`src/rtl/button_event_decoder.sv`:
```
`default_nettype none
// button_event_decoder: turns a debounced button level into one-cycle press/release/long/repeat strobes.
// Optional double-click detection on double_tick is enabled by defining BUTTON_DOUBLE_CLICK_EN.
module button_event_decoder #(
    parameter int  CLK_FREQ    = 100_000_000,
    parameter real LONG_TIME   = 1.0,
    parameter real REPEAT_TIME = 0.2,
    parameter real DOUBLE_TIME = 0.3
) (
    input  logic clk,
    input  logic reset_n,
    input  logic db,
    output logic press_tick,
    output logic release_tick,
    output logic long_tick,
    output logic repeat_tick,
    output logic double_tick,
    output logic held
);

    localparam int LONG_CYC   = $rtoi(CLK_FREQ * LONG_TIME);
    localparam int REPEAT_CYC = $rtoi(CLK_FREQ * REPEAT_TIME);
    localparam int DOUBLE_CYC = $rtoi(CLK_FREQ * DOUBLE_TIME);
    localparam int HOLD_MAX   = (LONG_CYC > REPEAT_CYC) ? LONG_CYC : REPEAT_CYC;
    localparam int HOLD_W     = $clog2(HOLD_MAX + 1);

    localparam logic [HOLD_W-1:0] LONG_LAST   = HOLD_W'(LONG_CYC - 1);
    localparam logic [HOLD_W-1:0] REPEAT_LAST = HOLD_W'(REPEAT_CYC - 1);

    if (LONG_CYC < 2) begin : g_bad_long
        $error("button_event_decoder: LONG_CYC must be >= 2");
    end
    if (REPEAT_CYC < 1) begin : g_bad_repeat
        $error("button_event_decoder: REPEAT_CYC must be >= 1");
    end
    if (DOUBLE_CYC < 1) begin : g_bad_double
        $error("button_event_decoder: DOUBLE_CYC must be >= 1");
    end

    typedef enum logic [1:0] {
        IDLE = 2'd0,
        HELD = 2'd1,
        LONG = 2'd2
    } state_t;

    state_t            state_q;
    state_t            state_d;
    logic [HOLD_W-1:0] cnt_q;
    logic [HOLD_W-1:0] cnt_d;
    logic              db_q;
    logic              rise;
    logic              fall;
    logic              press_d;
    logic              release_d;
    logic              long_d;
    logic              repeat_d;
    logic              arm_req;

    assign rise = db & ~db_q;
    assign fall = ~db & db_q;

    always_ff @(posedge clk or negedge reset_n) begin
        if (!reset_n) begin
            state_q      <= IDLE;
            cnt_q        <= '0;
            db_q         <= 1'b0;
            press_tick   <= 1'b0;
            release_tick <= 1'b0;
            long_tick    <= 1'b0;
            repeat_tick  <= 1'b0;
            held         <= 1'b0;
        end else begin
            state_q      <= state_d;
            cnt_q        <= cnt_d;
            db_q         <= db;
            press_tick   <= press_d;
            release_tick <= release_d;
            long_tick    <= long_d;
            repeat_tick  <= repeat_d;
            held         <= (state_d != IDLE);
        end
    end

    // A fall always takes priority over a terminal count in the same cycle.
    always_comb begin
        state_d   = state_q;
        cnt_d     = cnt_q;
        press_d   = 1'b0;
        release_d = 1'b0;
        long_d    = 1'b0;
        repeat_d  = 1'b0;
        arm_req   = 1'b0;
        case (state_q)
            IDLE: begin
                if (rise) begin
                    state_d = HELD;
                    cnt_d   = '0;
                    press_d = 1'b1;
                end
            end
            HELD: begin
                if (fall) begin
                    state_d   = IDLE;
                    cnt_d     = '0;
                    release_d = 1'b1;
                    arm_req   = 1'b1;
                end else if (cnt_q == LONG_LAST) begin
                    state_d = LONG;
                    cnt_d   = '0;
                    long_d  = 1'b1;
                end else begin
                    cnt_d = cnt_q + 1'b1;
                end
            end
            LONG: begin
                if (fall) begin
                    state_d   = IDLE;
                    cnt_d     = '0;
                    release_d = 1'b1;
                end else if (cnt_q == REPEAT_LAST) begin
                    cnt_d    = '0;
                    repeat_d = 1'b1;
                end else begin
                    cnt_d = cnt_q + 1'b1;
                end
            end
            default: begin
                state_d = IDLE;
                cnt_d   = '0;
            end
        endcase
    end

`ifdef BUTTON_DOUBLE_CLICK_EN
    localparam int GAP_W = $clog2(DOUBLE_CYC + 1);
    localparam logic [GAP_W-1:0] GAP_LAST = GAP_W'(DOUBLE_CYC - 1);

    logic             armed_q;
    logic [GAP_W-1:0] gap_q;

    // Window is armed only by a short-press release; a rise inside it beats expiry.
    always_ff @(posedge clk or negedge reset_n) begin
        if (!reset_n) begin
            armed_q     <= 1'b0;
            gap_q       <= '0;
            double_tick <= 1'b0;
        end else begin
            double_tick <= press_d & armed_q;
            if (arm_req) begin
                armed_q <= 1'b1;
                gap_q   <= '0;
            end else if (armed_q) begin
                if (rise || (gap_q == GAP_LAST)) begin
                    armed_q <= 1'b0;
                    gap_q   <= '0;
                end else begin
                    gap_q <= gap_q + 1'b1;
                end
            end
        end
    end
`else
    logic unused_arm_req;
    assign unused_arm_req = arm_req;
    assign double_tick    = 1'b0;
`endif

endmodule
`default_nettype wire

```
`config.mk`:
```
export PLATFORM = sky130hd
export DESIGN_NAME = button_event_decoder
export DESIGN_NICKNAME = d
export VERILOG_FILES = /design/src/rtl/button_event_decoder.sv
export SDC_FILE = /design/constraint.sdc
export NUM_CORES = 1
export LEC_CHECK = 0
export CAP_MARGIN = 0
export CORE_ASPECT_RATIO = 1.1
export CORE_MARGIN = 2
export CORE_UTILIZATION = 55
export DETAILED_ROUTE_END_ITERATION = 12
export GPL_TIMING_DRIVEN = 0
export PLACE_DENSITY_LB_ADDON = 0.2
export SYNTH_ARGS = -nofsm -noshare
export SYNTH_HDL_FRONTEND = slang
export SYNTH_SLANG_ARGS = --single-unit
```
`constraint.sdc`:
```
create_clock -name clk -period 2.3 [get_ports clk]
set_clock_uncertainty 0.2 [all_clocks]
set_input_delay 0.23 -clock clk [delete_from_list [all_inputs] [get_ports clk]]
set_output_delay 0.23 -clock clk [all_outputs]
set_load 0.02 [all_outputs]
```
======== Yosys cells after proc, flatten, opt, wreduce, memory -nomap -nowiden ========
Cells that the tools add are included.
storage, ports and cells
  bits in registers ....................... 35
  output and inout bits ................... 6
cells by class
  $add $sub $neg .......................... 1
  equal/unequal tests ..................... 5
  multiplexer cells ....................... 21
  bitwise gates (word level) .............. 4
  reductions and logical operators ........ 3
operators with widths
  operator                                          number
  two-way mux 27 bit                                5
  case mux 27 bit (3 select lines)                  1
  adder 27 x 1 -> 27 bit (second input constant)    1
  == test 27 x 25 -> 1 bit (second input constant)  1
  == test 27 bit (second input constant)            1
  two-way mux 1 bit                                 10
  two-way mux 2 bit                                 4
  case mux 2 bit (3 select lines)                   1
  bitwise AND 1 bit                                 2
  == test 2 x 1 -> 1 bit (second input constant)    1
  == test 2 bit (second input constant)             1
  zero test 2 bit                                   1
  inequality test 2 bit (second input constant)     1
  NOT 1 bit                                         2
  nonzero test 2 bit                                1
  OR reduction 2 bit                                1

======== Depth between registers and ports, before layout ========
Gate-level depths: netlist of the first run.
  depth after elaboration ................. 5
  gate-level depth with buffers ........... 8
  depth with buffers taken out ............ 6

======== Worst setup path after synthesis of the first run ========
OpenSTA, ideal clock, no wires.
  path kind ............................... reg2reg
  start point ............................. register cnt_q[8]
  end point ............................... register cnt_q[16]
  arrival ................................. 1.965 ns
  path slack .............................. -0.006 ns
  cell stages (with the launch flop) ...... 8
  cells stage by stage .................... dfrtp_1 -> or4b_4 -> nor4b_4 -> a211oi_1 -> buf_6 -> buf_6 -> o21ai_1 -> o221ai_1
between the ends
  cells in the longest elaborated chain, start to end .. 4
  elaborated cells between the ends (all ways) .. 8
  classes of those cells .................. add/sub: 1; eq/ne: 2; mux: 5
RTL lines
  what                                                  line      RTL
  from (decl)                                           48        logic [HOLD_W-1:0] cnt_q;
  from (signal assigned)                                74        cnt_q <= cnt_d;
  adder 27 x 1 -> 27 bit, or another cell as far along  112, 124
  two-way mux 27 bit (on tied branches)                 120, 107
  two-way mux 27 bit (on tied branches)                 116, 102
  case mux 27 bit (3 select lines) *                    93        case (state_q)
Every way passes the cells marked *; elsewhere a longest branch is shown, timed or not.
A chain may end at the register's enable or synchronous reset.

======== Worst setup path after layout of the first run ========
  start point ............................. register cnt_q[8]
  end point ............................... register cnt_q[22]
The elaborated chain is that of the path after synthesis.

==> results.py, run 1 <==
metrics = {
    "logic_synthesis": {
        "muxShareOfSynthArea_pct": 0.897,
        "synthArstFlopShare_pct": 100,
        "ys_warn_count": 0,
        "synth_xor_area_share_pct": 0.785,
        "synthCells": 248,
        "synth_fa_ha_area_share_pct": 2.80,
        "synth_compound_area_share_pct": 21.0,
        "synth.avg_cell_area_um2": 9.00,
        "yosys.area_share.simple_pct": 30.1,
        "synth_seq_cells": 35,
        "synth_edf_count": 0,
        "syn-cell-area_mm2": 0.00223,
        "syn-num-nets": 256,
        "synth_flop_cell": "dfrtp_1",
        "synth_seq_area_share_pct": 39.3,
        "synth_cell_types": 50,
        "synth_top_family_by_area": "simple AND/OR/NAND/NOR gates",
    },
    "global_routing": {
        "antenna_found_initial": 0,
        "grt_pass1_vias": 2082,
        "grt_pass1_wl_um": 10600,
        "grt_usage_pct": 30.2,
        "grt.overflow.total": 0,
        "grt_max_degree": 36,
    },
    "cts": {
        "cts_inserted_buffers": 5,
        "cts_buffer_depth": 2,
        "cts_tree": "yes",
        "clk_latency_ns": 0.29,
        "cts.clk_slew.worst_paths_ns": 0.08,
        "numClockSinks": 35,
        "h-tree-depth": 2,
        "cts_root_buf": "clkbuf_8",
    },
    "timing": {
        "rsz0062_at_grt": "true",
        "fin_ws_ns": -0.134,
        "period_minus_slack_ns": 2.43,
        "fmax_mhz": 411,
        "final_max_slew_viol_count": 0,
        "whs_ns": 0.339,
        "setup_viol": 24,
        "tightest_slew_ns": 0.809,
        "finalHoldViolCount": 0,
        "post-route-period-util_pct": 106,
        "maxSlewHeadroom_pct": 46.1,
    },
    "placement": {
        "hpwlAfterDp_um": 3690,
        "post-place-ws_ns": -0.698,
        "place_inst": 307,
        "placed_cell_area_mm2": 0.00236,
        "portBuffers": 7,
        "gp_congestion": 0.914,
    },
    "cells_and_area": {
        "antennaDiodeCount": 0,
        "mostFrequentLayoutCells": "38 x nand2_1, 30 x dfrtp_1, 18 x buf_4, 13 x nand3_1, 12 x o211ai_1",
        "drive_above_1_share_pct": 27.3,
        "layout.cells.non_filler": 338,
        "design_area_mm2": 0.00281,
        "layout_commonest_cell": "nand2_1",
        "syn_to_final_growth_pct": 26.0,
        "layout.nets": 293,
    },
    "die": {
        "dieArea_mm2": 0.00458,
        "core.rowCount": 24,
        "die_y_um": 70.8,
        "io_pins": 9,
        "die_width_um": 64.7,
        "core_area_mm2": 0.00393,
        "initial_core_util_pct": 56.7,
    },
    "setup_path": {
        "cp.required_ns": 2.24,
        "crit_path_top_delay_cell": "or4b_4",
        "cp-end-kind": "register",
        "path_max_fanout": 10,
        "startpoint_type": "register",
        "critical_path_arrival_ns": 2.37,
        "worstSetupPathType": "reg -> reg",
        "worstPathCellList": "or4b_4 > nor4b_4 > a211oi_2 > buf_6 > buf_8 > o21ai_1 > o221ai_1",
        "crit_path_max_incr_delay_ns": 0.56,
    },
    "worst_hold_path": {
        "hp-class": "reg -> reg",
    },
    "pwr": {
        "vdd.ir_drop.worst_uv": 522,
        "p_leak_nw": 1.15,
        "p_per_area_mw_per_mm2": 592,
        "power_mw": 1.66,
    },
    "detailed_routing": {
        "drc": 0,
        "viasPerCell": 6.55,
        "post_drt_wl_per_cell_um": 18.8,
        "drt_pass1_iterations": 5,
        "ant_nets": 0,
        "initialDrtViolationCount": 188,
        "vias": 2214,
        "wirelength_um": 6370,
    },
    "status": {
        "violations": "setup timing",
        "status": "complete, but fails checks",
    },
    "job": {
        "max_cap_violations": 0,
    },
}
==> path summary, 6_finish.rpt <==
check | startpoint | cells after the start | slack [ns] | to
min reg2reg | cnt_q[0]$_DFFE_PN0P_ | 1 | 0.34 | cnt_q[0]$_DFFE_PN0P_
min | cnt_q[0]$_DFFE_PN0P_ | 1 | 0.34 | cnt_q[0]$_DFFE_PN0P_
min in group asynchronous | reset_n | 2 | 0.35 | cnt_q[10]$_DFFE_PN0P_
max | cnt_q[8]$_DFFE_PN0P_ | 7 | -0.13 | cnt_q[22]$_DFFE_PN0P_
max reg2reg | cnt_q[8]$_DFFE_PN0P_ | 7 | -0.13 | cnt_q[22]$_DFFE_PN0P_
max in group asynchronous | reset_n | 2 | 0.97 | cnt_q[16]$_DFFE_PN0P_
==> critical path: cells and delay by family, from the launching register on <==
kind | cells | cell delay, ns
AO/OA/AOI/OAI | 3 | 0.43
buffers and inverters | 2 | 0.32
flip-flops | 1 | 0.43
AND/OR/NAND/NOR | 2 | 0.91
==> routing by layer <==
metal	part of all wire [%]	up-vias	track usage (%)
li1	-	1026	-
met1	40	1051	38.9
met4	4.2	0	15.6
met5	0	-	0
met2	49	111	48.0
met3	6.6	26	6.20
==> flip-flops by register name, indices dropped and copies added, names as in the netlist <==
register,flops
cnt_q,27
db_q,1
release_tick,1
repeat_tick,1
press_tick,1
long_tick,1
state_q,2
held,1
==> Yosys cell counts, drive strengths merged, types with 7 or more instances <==
cell type   n  area (µm²)
o311ai      9        78.8
o211ai     15         128
dfrtp      35         876
nor4        9        81.3
nor2       13        51.3
nand2      38         143
nand4      11        68.8
inv        11        41.3
nand3      14        70.1
o21ai      19        95.1
buf         7        52.5
and3        7        43.8
==> logic make-up after synthesis <==
family	after synthesis
compound gates	64
xor+xnor	2
fa+ha+maj	5
buf+inv	22
flops	35
mux	2
other cells	1
simple gates	117
==> cell type report <==
class,instances,area (µm²)
flip-flops and latches,35,882
plain buffers,11,87.6
clock buffers,7,76.3
well taps,52,65.1
multi-input cells,191,1400
clock inverters,1,5.00
inverters,11,41.3
repair buffers,30,256
fillers,290,1120
==> report_power, final <==
part | switching (mW) | internal [mW] | total, mW | leakage, nW
clock network | 0.230 | 0.213 | 0.443 | 0.0422
registers | 0.0283 | 0.648 | 0.676 | 0.474
logic | 0.359 | 0.187 | 0.546 | 0.635
total | 0.617 | 1.05 | 1.66 | 1.15
==> stage by stage <==
step / util [%] / setup TNS (ns)
after floorplan: - / 0
after global placement: 60.1 / -11.24
after detailed placement: 60.0 / -12.91
after CTS: 69.1 / -0.616
after global routing: 71.4 / -2.74
final: 71.4 / -1.50
==> repair_timing <==
action                                  in CTS  in global routing
hold endpoints to repair                    35                  0
gates cloned                                 2                  0
gates resized for setup                     31                 21
setup buffers                               18                  2
hold buffers                                 1                  0
pin swaps                                   12                 14
endpoints found under the setup margin      28                 28
No activity file was read; power rests on OpenSTA's default activity.
==> run 2: changes to the inputs <==
clock period = 2 ns   (was 2.3 ns; I/O delays follow)
==> results.py, run 2 (synthesis gave the netlist of run 1 again) <==
metrics = {
    "pwr": {
        "p_per_area_mw_per_mm2": 690,
        "power.switching_mw": 0.764,
        "intPower_mw": 1.34,
        "power_frac_comb_pct": 35.7,
        "p_leak_nw": 1.25,
        "clock_power_share_pct": 27.2,
        "switching_share_pct": 36.3,
        "vdd.ir_drop.worst_uv": 538,
        "seq_power_share_pct": 37.1,
    },
    "timing": {
        "finalHoldViolCount": 0,
        "setup_viol": 31,
        "final_max_slew_viol_count": 0,
        "fmax_mhz": 406,
        "fin_ws_ns": -0.461,
        "rsz0062_at_grt": "true",
        "period_minus_slack_ns": 2.46,
        "tightest_slew_ns": 0.780,
        "post-route-period-util_pct": 123,
        "finalSetupTns_ns": -10.40,
        "maxSlewHeadroom_pct": 47.6,
    },
    "placement": {
        "hpwlAfterDp_um": 3760,
        "portBuffers": 7,
        "gp_congestion": 0.878,
        "place_inst": 307,
    },
    "cells_and_area": {
        "top_register": "cnt_q",
        "layout.cells.non_filler": 347,
        "seqCellArea_um2": 886,
        "layout.nets": 302,
        "drive_above_1_share_pct": 36.3,
        "syn_to_final_growth_pct": 36.9,
        "reg_top3": "cnt_q x27, state_q x2",
        "mostFrequentLayoutCells": "38 x nand2_1, 27 x dfrtp_1, 23 x buf_4, 13 x nand3_1, 12 x o211ai_1",
        "n_fill_cell": 248,
        "largest_reg_flops": 27,
        "fin_util_pct": 77.6,
        "antennaDiodeCount": 0,
        "layout_commonest_cell": "nand2_1",
        "multi_input_area_mm2": 0.00149,
    },
    "worst_hold_path": {
        "min-delay-start": "cnt_q[0]$_DFFE_PN0P_",
        "holdPathStages": 1,
        "hp-class": "reg -> reg",
    },
    "global_routing": {
        "grt.overflow.total": 0,
        "grt_max_degree": 36,
        "grt_pass1_wl_um": 11200,
        "antenna_found_initial": 0,
        "grt_usage_pct": 31.9,
        "grt_pass1_vias": 2220,
    },
    "detailed_routing": {
        "ant_nets": 0,
        "viasPerCell": 6.74,
        "wirelength_um": 7120,
        "post_drt_wl_per_cell_um": 20.5,
        "drc": 0,
        "vias": 2338,
        "initialDrtViolationCount": 329,
        "drt_pass1_iterations": 5,
    },
    "die": {
        "core.rowCount": 24,
        "io_pins": 9,
        "dieArea_mm2": 0.00458,
        "initial_core_util_pct": 56.7,
        "die_y_um": 70.8,
        "core_area_mm2": 0.00393,
        "die_width_um": 64.7,
    },
    "setup_path": {
        "worstSetupPathType": "reg -> reg",
        "crit_start": "cnt_q[9]$_DFFE_PN0P_",
        "path_max_fanout": 5,
        "worstReg2RegStart": "cnt_q[9]$_DFFE_PN0P_",
        "startpoint_type": "register",
        "rr_worst_depth": 7,
        "cp-end-kind": "register",
        "cp.required_ns": 1.95,
        "critical_path_arrival_ns": 2.41,
    },
    "cts": {
        "clk_latency_ns": 0.29,
        "cts_inserted_buffers": 5,
        "cts_tree": "yes",
        "cts_root_buf": "clkbuf_8",
        "cts.clk_slew.worst_paths_ns": 0.07,
        "numClockSinks": 35,
        "cts_buffer_depth": 2,
        "h-tree-depth": 2,
    },
    "status": {
        "violations": "setup timing",
        "status": "complete, but fails checks",
    },
    "job": {
        "max_cap_violations": 0,
    },
}
==> run 2: metrics by stage <==
| step | hold slack [ns] | worst slack [ns] | total power, mW | instance area (µm²) |
|---|---|---|---|---|
| finish | 0.317 | -0.461 | 2.11 | 3050 |
| global route | 0.337 | -0.477 | 2.19 | 3050 |
| CTS | 0.324 | -0.427 | 1.95 | 2820 |
| detailed placement | 0.130 | -0.925 | 1.28 | 2370 |
| global placement | 0.312 | -0.877 | 1.27 | 2380 |
| floorplan | -0.296 | -0.285 | 1.11 | 2240 |
==> run 2: path summary, 6_finish.rpt <==
kind                                          to  slack (ns)
max                        cnt_q[17]$_DFFE_PN0P_       -0.46
min                         cnt_q[0]$_DFFE_PN0P_        0.32
max reg2reg                cnt_q[17]$_DFFE_PN0P_       -0.46
min reg2reg                 cnt_q[0]$_DFFE_PN0P_        0.32
max in group asynchronous  cnt_q[17]$_DFFE_PN0P_        0.73
min in group asynchronous  cnt_q[12]$_DFFE_PN0P_        0.33
==> run 2: final cells by class <==
| type | instances | share of cell area, % |
|---|---|---|
| multi-input combinational | 192 | 48.9 |
| sequential | 35 | 29.0 |
| timing repair buffer | 38 | 12.0 |
| buffer | 11 | 3.36 |
| clock buffer | 8 | 3.28 |
| tap | 52 | 2.13 |
| inverter | 11 | 1.35 |
==> run 2: power groups by stage <==
stage	clock network, mW	logic [mW]	registers [mW]
5_1_grt	0.608	0.797	0.785
3_5_place_dp	0	0.490	0.790
3_3_place_gp	0	0.482	0.787
2_1_floorplan	0	0.307	0.804
4_1_cts	0.579	0.590	0.778
6_report	0.574	0.752	0.781
==> run 2: timing repair <==
action                                  in CTS  in global routing
hold buffers                                 1                  0
resized for setup                           48                 32
endpoints found under the hold margin       35                  0
endpoints found under the setup margin      31                 32
pin swaps                                   35                 33
buffers inserted                            17                 10
cloned                                       2                  3
==> run 2: per-layer routing <==
metal,share of wire [%],GRT usage [%],wire length [µm],vias up
met5,0,0,0,-
met4,6.0,15.1,425,0
met3,7.4,6.36,524,44
met2,48,52.3,3450,128
met1,38,40.4,2720,1125
li1,-,-,-,1041
==> run 2: worst max-delay path, cell delays in order (launching register included) <==
cell	delay (ns)
dfrtp_2	0.44
or3b_4	0.45
nor4_4	0.35
a211oi_2	0.13
buf_4	0.19
buf_12	0.14
o211ai_1	0.28
o311ai_4	0.14
==> run 3: changes to the inputs <==
CORE_MARGIN = unset   (was 2)
==> results.py, run 3 (synthesis gave the netlist of run 1 again) <==
metrics = {
    "timing": {
        "final_max_slew_viol_count": 0,
        "whs_ns": 0.00557,
        "finalSetupTns_ns": -12.42,
        "period_minus_slack_ns": 2.51,
        "rsz0062_at_grt": "true",
        "fmax_mhz": 398,
        "fin_ws_ns": -0.509,
        "maxSlewHeadroom_pct": 38.9,
        "post-route-period-util_pct": 125,
        "finalHoldViolCount": 0,
        "tightest_slew_ns": 0.910,
        "setup_viol": 32,
    },
    "global_routing": {
        "grt_max_degree": 36,
        "antenna_found_initial": 0,
        "grt_pass1_vias": 2128,
        "grt_pass1_wl_um": 11000,
        "grt.overflow.total": 0,
        "grt_usage_pct": 34.2,
    },
    "cells_and_area": {
        "drive_above_1_share_pct": 35.4,
        "seqCellArea_um2": 885,
        "mostFrequentLayoutCells": "38 x nand2_1, 28 x dfrtp_1, 22 x buf_4, 13 x nand3_1, 12 x o211ai_1",
        "n_fill_cell": 207,
        "layout.nets": 301,
        "syn_to_final_growth_pct": 37.2,
        "fin_util_pct": 81.2,
        "multi_input_area_mm2": 0.00148,
        "antennaDiodeCount": 0,
        "layout_commonest_cell": "nand2_1",
        "layout.cells.non_filler": 344,
        "top_register": "cnt_q",
        "reg_top3": "cnt_q x27, state_q x2",
        "largest_reg_flops": 27,
    },
    "worst_hold_path": {
        "min_to": "db_q$_DFF_PN0_",
        "min-delay-start": "db",
        "holdPathStages": 1,
        "hp-class": "in -> reg",
    },
    "setup_path": {
        "r2r_slack_ns": -0.51,
        "critPathTopFamily": "simple AND/OR/NAND/NOR gates",
        "worstPathCellList": "or4b_4 > nor4b_4 > buf_4 > a2111oi_4 > buf_6 > o211ai_1 > o311ai_1",
        "worstReg2RegEnd": "cnt_q[2]$_DFFE_PN0P_",
        "crit_path_max_incr_delay_ns": 0.58,
        "worstSetupPathType": "reg -> reg",
        "critical_path_arrival_ns": 2.47,
        "rr_worst_depth": 7,
        "startpoint_type": "register",
        "worstReg2RegStart": "cnt_q[17]$_DFFE_PN0P_",
        "worst-path-buf-inv": 2,
        "cp-end-kind": "register",
        "cp.required_ns": 1.96,
        "crit_start": "cnt_q[17]$_DFFE_PN0P_",
        "path_max_fanout": 7,
        "crit_path_top_delay_cell": "or4b_4",
    },
    "cts": {
        "cts_inserted_buffers": 5,
        "cts_buffer_depth": 2,
        "cts_tree": "yes",
        "clk_latency_ns": 0.31,
        "h-tree-depth": 2,
        "cts_root_buf": "clkbuf_8",
        "cts.clk_slew.worst_paths_ns": 0.08,
        "numClockSinks": 35,
    },
    "pwr": {
        "power_frac_comb_pct": 33.2,
        "vdd.ir_drop.worst_uv": 838,
        "power.switching_mw": 0.820,
        "p_leak_nw": 1.27,
        "seq_power_share_pct": 33.4,
        "switching_share_pct": 34.8,
        "p_per_area_mw_per_mm2": 770,
        "clock_power_share_pct": 33.4,
        "intPower_mw": 1.54,
    },
    "detailed_routing": {
        "vias": 2390,
        "wirelength_um": 7760,
        "initialDrtViolationCount": 453,
        "viasPerCell": 6.95,
        "post_drt_wl_per_cell_um": 22.6,
        "drc": 0,
        "drt_pass1_iterations": 5,
        "ant_nets": 0,
    },
    "placement": {
        "portBuffers": 7,
        "gp_congestion": 0.880,
        "hpwlAfterDp_um": 3730,
        "post-place-ws_ns": -0.971,
        "place_inst": 305,
    },
    "die": {
        "core.rowCount": 23,
        "initial_core_util_pct": 59.2,
        "die_width_um": 62.7,
        "io_pins": 9,
        "core_area_mm2": 0.00377,
        "die_y_um": 68.8,
        "dieArea_mm2": 0.00432,
    },
    "job": {
        "max_cap_violations": 0,
    },
    "status": {
        "violations": "setup timing",
        "status": "complete, but fails checks",
    },
}
[run 3: area by class of cell]
| type | count | area share (%) |
|---|---|---|
| multi-input combinational | 191 | 48.5 |
| inverter | 11 | 1.35 |
| clock buffer | 6 | 2.37 |
| sequential | 35 | 28.9 |
| clock inverter | 2 | 1.96 |
| tap | 50 | 2.04 |
| timing repair buffer | 38 | 11.9 |
| buffer | 11 | 3.06 |
[run 3: power by group through the flow]
stage / Combinational [mW] / Clock [mW] / Sequential [mW]
after floorplan: 0.307 / 0 / 0.804
after global placement: 0.489 / 0 / 0.787
after detailed placement: 0.499 / 0 / 0.788
after CTS: 0.573 / 0.777 / 0.774
after global routing: 0.818 / 0.814 / 0.791
final: 0.782 / 0.788 / 0.787
[run 3: repair_timing]
| item | in CTS | in global routing |
|---|---|---|
| pin swaps | 27 | 36 |
| gates cloned | 0 | 2 |
| buffers inserted | 19 | 9 |
| hold buffers | 1 | 0 |
| endpoints found under the setup margin | 30 | 32 |
| gates resized for setup | 33 | 47 |
| hold endpoints to repair | 35 | 0 |
[run 3: stage by stage]
stage | area [µm²] | power [mW]
2_1_floorplan | 2240 | 1.11
3_3_place_gp | 2370 | 1.28
3_5_place_dp | 2370 | 1.29
4_1_cts | 2770 | 2.12
5_1_grt | 3060 | 2.42
6_report | 3060 | 2.36
[run 3: worst max path at each step]
stage / to / slack [ns] / cells after the start
after floorplan: cnt_q[7]$_DFFE_PN0P_ / -0.29 / 7
after global placement: cnt_q[25]$_DFFE_PN0P_ / -0.91 / 7
after detailed placement: cnt_q[13]$_DFFE_PN0P_ / -0.97 / 7
after CTS: cnt_q[22]$_DFFE_PN0P_ / -0.39 / 7
after global routing: cnt_q[9]$_DFFE_PN0P_ / -0.52 / 7
final: cnt_q[2]$_DFFE_PN0P_ / -0.51 / 7
[run 3: routing by layer]
metal	track usage, %	wire length, µm
met4	22.1	477
met1	42.2	2850
met2	57.1	3790
met5	0	0
met3	5.26	646
